File: src/rtl/wbu_pkg.sv
// Shared widths for the write-back unit and its scoreboard.
// GPR index width and datapath width live here so both files agree.
package wbu_pkg;
    localparam int REG_ADDR_WIDTH = 5;
    localparam int ISA_WIDTH      = 32;
endpackage

File: src/rtl/wbu_scoreboard.sv
// Per-GPR busy bits: set on issue, cleared on the GPR commit edge.
// Three combinational lookups serve the IDU hazard checks.
module wbu_scoreboard
    import wbu_pkg::*;
#(
    parameter int ADDR_WIDTH = REG_ADDR_WIDTH,
    parameter int NREG       = 1 << ADDR_WIDTH
) (
    input  logic                  clk,
    input  logic                  rst_n,
    input  logic                  set_en,
    input  logic [ADDR_WIDTH-1:0] set_idx,
    input  logic                  clr_en,
    input  logic [ADDR_WIDTH-1:0] clr_idx,
    input  logic [ADDR_WIDTH-1:0] rs1_addr,
    input  logic [ADDR_WIDTH-1:0] rs2_addr,
    input  logic [ADDR_WIDTH-1:0] rd_addr,
    output logic                  rs1_busy,
    output logic                  rs2_busy,
    output logic                  rd_busy
);
    logic [NREG-1:0] busy;
    logic [NREG-1:0] busy_next;

    // Set is applied after clear so a re-issue on the commit edge survives.
    always_comb begin
        busy_next = busy;
        if (clr_en) begin
            busy_next[clr_idx] = 1'b0;
        end
        if (set_en && (set_idx != '0)) begin
            busy_next[set_idx] = 1'b1;
        end
        busy_next[0] = 1'b0;
    end

    always_ff @(posedge clk or negedge rst_n) begin
        if (!rst_n) begin
            busy <= '0;
        end else begin
            busy <= busy_next;
        end
    end

    assign rs1_busy = (rs1_addr != '0) && busy[rs1_addr];
    assign rs2_busy = (rs2_addr != '0) && busy[rs2_addr];
    assign rd_busy  = (rd_addr  != '0) && busy[rd_addr];

    // A commit to a register nobody issued to means a producer invented a result.
    a_commit_was_issued: assert property (
        @(posedge clk) disable iff (!rst_n) clr_en |-> busy[clr_idx]
    );
endmodule

File: src/rtl/wbu.sv
// Write-back unit: LSU-over-EXU arbitration into one registered GPR write port,
// plus the busy scoreboard the IDU uses to stall on pending writes.
module wbu
    import wbu_pkg::*;
#(
    parameter int ADDR_WIDTH = REG_ADDR_WIDTH,
    parameter int DATA_WIDTH = ISA_WIDTH,
    parameter int NREG       = 1 << ADDR_WIDTH
) (
    input  logic                  clk,
    input  logic                  rst_n,
    input  logic                  iss_valid,
    input  logic [ADDR_WIDTH-1:0] iss_rd,
    input  logic [ADDR_WIDTH-1:0] rs1_addr,
    input  logic [ADDR_WIDTH-1:0] rs2_addr,
    output logic                  rs1_busy,
    output logic                  rs2_busy,
    output logic                  rd_busy,
    input  logic                  exu_valid,
    output logic                  exu_ready,
    input  logic [ADDR_WIDTH-1:0] exu_rd,
    input  logic [DATA_WIDTH-1:0] exu_data,
    input  logic                  lsu_valid,
    output logic                  lsu_ready,
    input  logic [ADDR_WIDTH-1:0] lsu_rd,
    input  logic [DATA_WIDTH-1:0] lsu_data,
    output logic [DATA_WIDTH-1:0] gpr_w,
    output logic [ADDR_WIDTH-1:0] gpr_w_addr,
    output logic                  gpr_w_en
);
    logic                  lsu_acc;
    logic                  exu_acc;
    logic                  wb_valid;
    logic                  wb_write;
    logic [ADDR_WIDTH-1:0] wb_rd;
    logic [DATA_WIDTH-1:0] wb_data;

    assign lsu_ready = 1'b1;
    assign exu_ready = ~lsu_valid;

    assign lsu_acc  = lsu_valid;
    assign exu_acc  = exu_valid & ~lsu_valid;
    assign wb_valid = lsu_acc | exu_acc;
    assign wb_rd    = lsu_acc ? lsu_rd   : exu_rd;
    assign wb_data  = lsu_acc ? lsu_data : exu_data;
    // x0 results complete their handshake but never reach the register file.
    assign wb_write = wb_valid && (wb_rd != '0);

    always_ff @(posedge clk or negedge rst_n) begin
        if (!rst_n) begin
            gpr_w_en   <= 1'b0;
            gpr_w      <= '0;
            gpr_w_addr <= '0;
        end else begin
            gpr_w_en <= wb_write;
            if (wb_write) begin
                gpr_w      <= wb_data;
                gpr_w_addr <= wb_rd;
            end
        end
    end

    wbu_scoreboard #(
        .ADDR_WIDTH (ADDR_WIDTH),
        .NREG       (NREG)
    ) u_scoreboard (
        .clk      (clk),
        .rst_n    (rst_n),
        .set_en   (iss_valid),
        .set_idx  (iss_rd),
        .clr_en   (gpr_w_en),
        .clr_idx  (gpr_w_addr),
        .rs1_addr (rs1_addr),
        .rs2_addr (rs2_addr),
        .rd_addr  (iss_rd),
        .rs1_busy (rs1_busy),
        .rs2_busy (rs2_busy),
        .rd_busy  (rd_busy)
    );
endmodule

File: config.mk
export PLATFORM = sky130hd
export DESIGN_NAME = wbu
export DESIGN_NICKNAME = d
export VERILOG_FILES = /design/src/rtl/wbu_pkg.sv /design/src/rtl/wbu_scoreboard.sv /design/src/rtl/wbu.sv
export SDC_FILE = /design/constraint.sdc
export NUM_CORES = 1
export LEC_CHECK = 0
export CORE_ASPECT_RATIO = 0.5
export CORE_MARGIN = 4
export CORE_UTILIZATION = 57
export CTS_CLUSTER_SIZE = 12
export DETAILED_ROUTE_END_ITERATION = 12
export DONT_BUFFER_PORTS = 1
export PLACE_DENSITY = 0.76
export SLEW_MARGIN = 10
export SYNTH_ARGS = -nofsm -noshare
export SYNTH_HDL_FRONTEND = slang
export SYNTH_SLANG_ARGS = --single-unit
File: constraint.sdc
create_clock -name clk -period 2.8 [get_ports clk]
set_input_delay 0.84 -clock clk [delete_from_list [all_inputs] [get_ports clk]]
set_output_delay 0.84 -clock clk [all_outputs]
set_load 0.02 [all_outputs]
==> flow_metrics.env <==
export IMPL_outcome="finished with violations"
export IMPL_violations="setup timing"
export IMPL_place_gp_congestion=1.02
export IMPL_syn_nets=488
export IMPL_fmax_ghz=0.345
export IMPL_overflow=0
export IMPL_fin_ws_ps=-102
export IMPL_fin_util_pct=67.5
export IMPL_setup_tns_ps=-102
export IMPL_path_cells="mux4_2, clkinv_1, o22ai_1, or4_4"
export IMPL_rsz0062_at_grt="true"
export IMPL_cts_max_level=3
export IMPL_end_kind="output pin"
export IMPL_synth_cell_area_sq_um=3880
export IMPL_via_per_inst=6.69
export IMPL_cts_num_sinks=69
export IMPL_diodes=0
export IMPL_die_height_um=66.4
export IMPL_async_flop_share_pct=100
export IMPL_numCtsBuffers=9
export IMPL_crit_family="simple AND/OR/NAND/NOR gates"
export IMPL_regArea_sq_um=1730
export IMPL_seq_area_frac_synth_pct=44.5
export IMPL_finalSetupViolCount=1
export IMPL_pin_count=137
export IMPL_clock_skew_ps=3.72
export IMPL_period_needed_ps=2900
export IMPL_final_area_sq_um=4270
export IMPL_dr_first_iter_drc_count=311
export IMPL_crit_path_max_fanout=13
export IMPL_multi_input_area_sq_um=2010
export IMPL_vias=3198
export IMPL_dp_hpwl_um=7950
export IMPL_tightest_slew_ps=730
export IMPL_cts_tree="yes"
export IMPL_antenna_left=0
export IMPL_grt_pass1_wl_um=17100
export IMPL_wl_um=11000
export IMPL_drcViolationCount=0
export IMPL_total_leakage_power_uw=0.00174
export IMPL_dpl_cell_area_sq_um=3940
export IMPL_ys_flop_type="dfrtp_1"
export IMPL_rows=20
export IMPL_clk_pin_slew_ps=60
export IMPL_cp_slowest_cell="or4_4"
export IMPL_cts_root_buf="clkbuf_16"
export IMPL_total_power_uw=3730
export IMPL_max_slew_margin_rel_pct=51.2
export IMPL_initial_utilization_pct=61.3
export IMPL_synth_edf_count=0
export IMPL_powerDensity_nw_per_um2=873
export IMPL_core_area_sq_um=6330
export IMPL_worstPathRequired_ps=1960
export IMPL_grtUsageTotal_pct=26.9
export IMPL_drt_wirelength_per_cell_um=23.1
export IMPL_grt_max_degree=70
export IMPL_crit_buf_inv=1
export IMPL_design_die_area_sq_um=8280
export IMPL_clock_latency_ps=330
export IMPL_synth_seq_cells=69
export IMPL_yosysWarnings=0
export IMPL_final_layout_size_suffix_gt1_share_pct=10.3
export IMPL_synth_cell_types=34
export IMPL_timing_final_crit_share_pct=104
export IMPL_antenna_found_initial=0
export IMPL_synth_top_area_share_pct=44.5
export IMPL_grt_pass1_vias=3277
export IMPL_fin_nets=479
export IMPL_ys_top_cells_by_area="dfrtp_1 (44%), mux2i_1 (14%), o21ai_0 (8.1%)"
export IMPL_drv_slew=0
export IMPL_syn_avg_cell_area_sq_um=9.86
export IMPL_hold_viol=0
export IMPL_holdCritPathClass="in -> async"
export IMPL_slowest_delay_ps=600
export IMPL_area_growth_pct=9.99
export IMPL_critPathKind="in -> out"
export IMPL_crit_arrival_ps=2060
export IMPL_max_cap_violations=0
export IMPL_fill_cells=490
export IMPL_die_w_um=125
export IMPL_cts_buffer_depth=2
export IMPL_io_buffers=0
export IMPL_yosysTopAreaCell="dfrtp_1"
export IMPL_synthCells=394
export IMPL_drt_pass1_iter_count=5
export IMPL_critPathLaunchType="input port"
export IMPL_irDropWorstVdd_v=0.000448
[routing by layer]
metal  wire [um]  share of wire [%]  vias to the layer above  track usage [%]
met5           0                  0                        -                0
met4         146                1.3                        0             8.33
met3        1600                 15                       22             14.7
met2        5300                 48                      214             44.3
met1        3980                 36                     1518             30.6
li1            -                  -                     1444                -
[stage by stage]
step | hold slack [ps] | std cells | worst slack, ps
5_1_grt | 184 | 478 | -111
6_report | 199 | 478 | -102
2_1_floorplan | 496 | 394 | -112
3_3_place_gp | 546 | 462 | -127
4_1_cts | 193 | 478 | -80.9
3_5_place_dp | 546 | 462 | -154
[worst paths after layout]
check / startpoint / cells after the start / to / slack, ps
worst max register to register: gpr_w_addr[4] / 3 / u_scoreboard.busy[18] / 1160
worst max-delay path: iss_rd[0] / 4 / rd_busy / -100
worst min register to register: u_scoreboard.busy[2] / 2 / u_scoreboard.busy[2] / 580
max in group asynchronous: rst_n / 0 / u_scoreboard.busy[21] / 2500
min in group clk: u_scoreboard.busy[2] / 2 / u_scoreboard.busy[2] / 580
worst min-delay path: rst_n / 0 / gpr_w[19] / 200
[state kept, by name (all words and copies together), names as in the netlist]
signal / cells
gpr_w_addr: 5
gpr_w_en: 1
gpr_w: 32
u_scoreboard.busy: 31
[kinds of logic (layout without fill, tap and decap cells)]
| family | count (synthesis) | in the layout | synth area share, % |
|---|---|---|---|
| muxes | 66 | 66 | 20.5 |
| and+or+nand+nor | 98 | 98 | 13.0 |
| other | 1 | 1 | 0.0966 |
| DFF | 69 | 69 | 44.5 |
| AOI/OAI and AO/OA | 126 | 126 | 18.0 |
| buffers and inverters | 34 | 30 | 3.96 |
[where the power goes]
part | total [uW] | switching [uW] | internal (uW)
registers | 1690 | 427 | 1260
logic | 738 | 354 | 384
clock network | 1300 | 431 | 873
[cell usage after synthesis (4+ instances only)]
cell,n
or3b_2,4
a21oi_1,39
a221oi_1,8
buf_2,9
clkbuf_1,10
nor2b_1,11
nand3_1,7
mux4_2,4
mux4_1,5
nand3b_1,10
nor2_1,41
o21ai_0,63
nand2_1,11
mux2i_1,54
inv_1,10
a2111oi_0,5
dfrtp_1,69
[area by class of cell]
class	count	area share, %
clock buffer	9	5.27
clock inverter	7	2.87
inverter	11	0.967
multi-input combinational	291	47.1
sequential	69	40.4
tap	88	2.58
timing repair buffer	3	0.820
[timing repair]
item,in CTS,in global routing
resized for setup,3,3
endpoints found under the setup margin,1,2
gates cloned,0,0
hold buffers,0,0
buffers inserted,0,0
pin swaps,1,1
[cells in the final DEF (no fill, tap or decap), drive strengths merged, types with 3 or more instances in the layout]
cell | Yosys | layout
nand2 | 11 | 11
nor2b | 11 | 11
or3b | 4 | 4
a2111oi | 5 | 5
a221oi | 8 | 8
o21ai | 66 | 66
nor2 | 41 | 41
mux2 | 3 | 3
a21oi | 39 | 39
mux4 | 9 | 9
mux2i | 54 | 54
o22ai | 3 | 3
bufinv | 0 | 3
nand3 | 7 | 7
a211oi | 3 | 3
inv | 10 | 11
or4 | 3 | 3
buf | 13 | 3
clkbuf | 10 | 9
nand3b | 10 | 10
dfrtp | 69 | 69
nand2b | 3 | 3
Power figures use the tool's default switching activity.
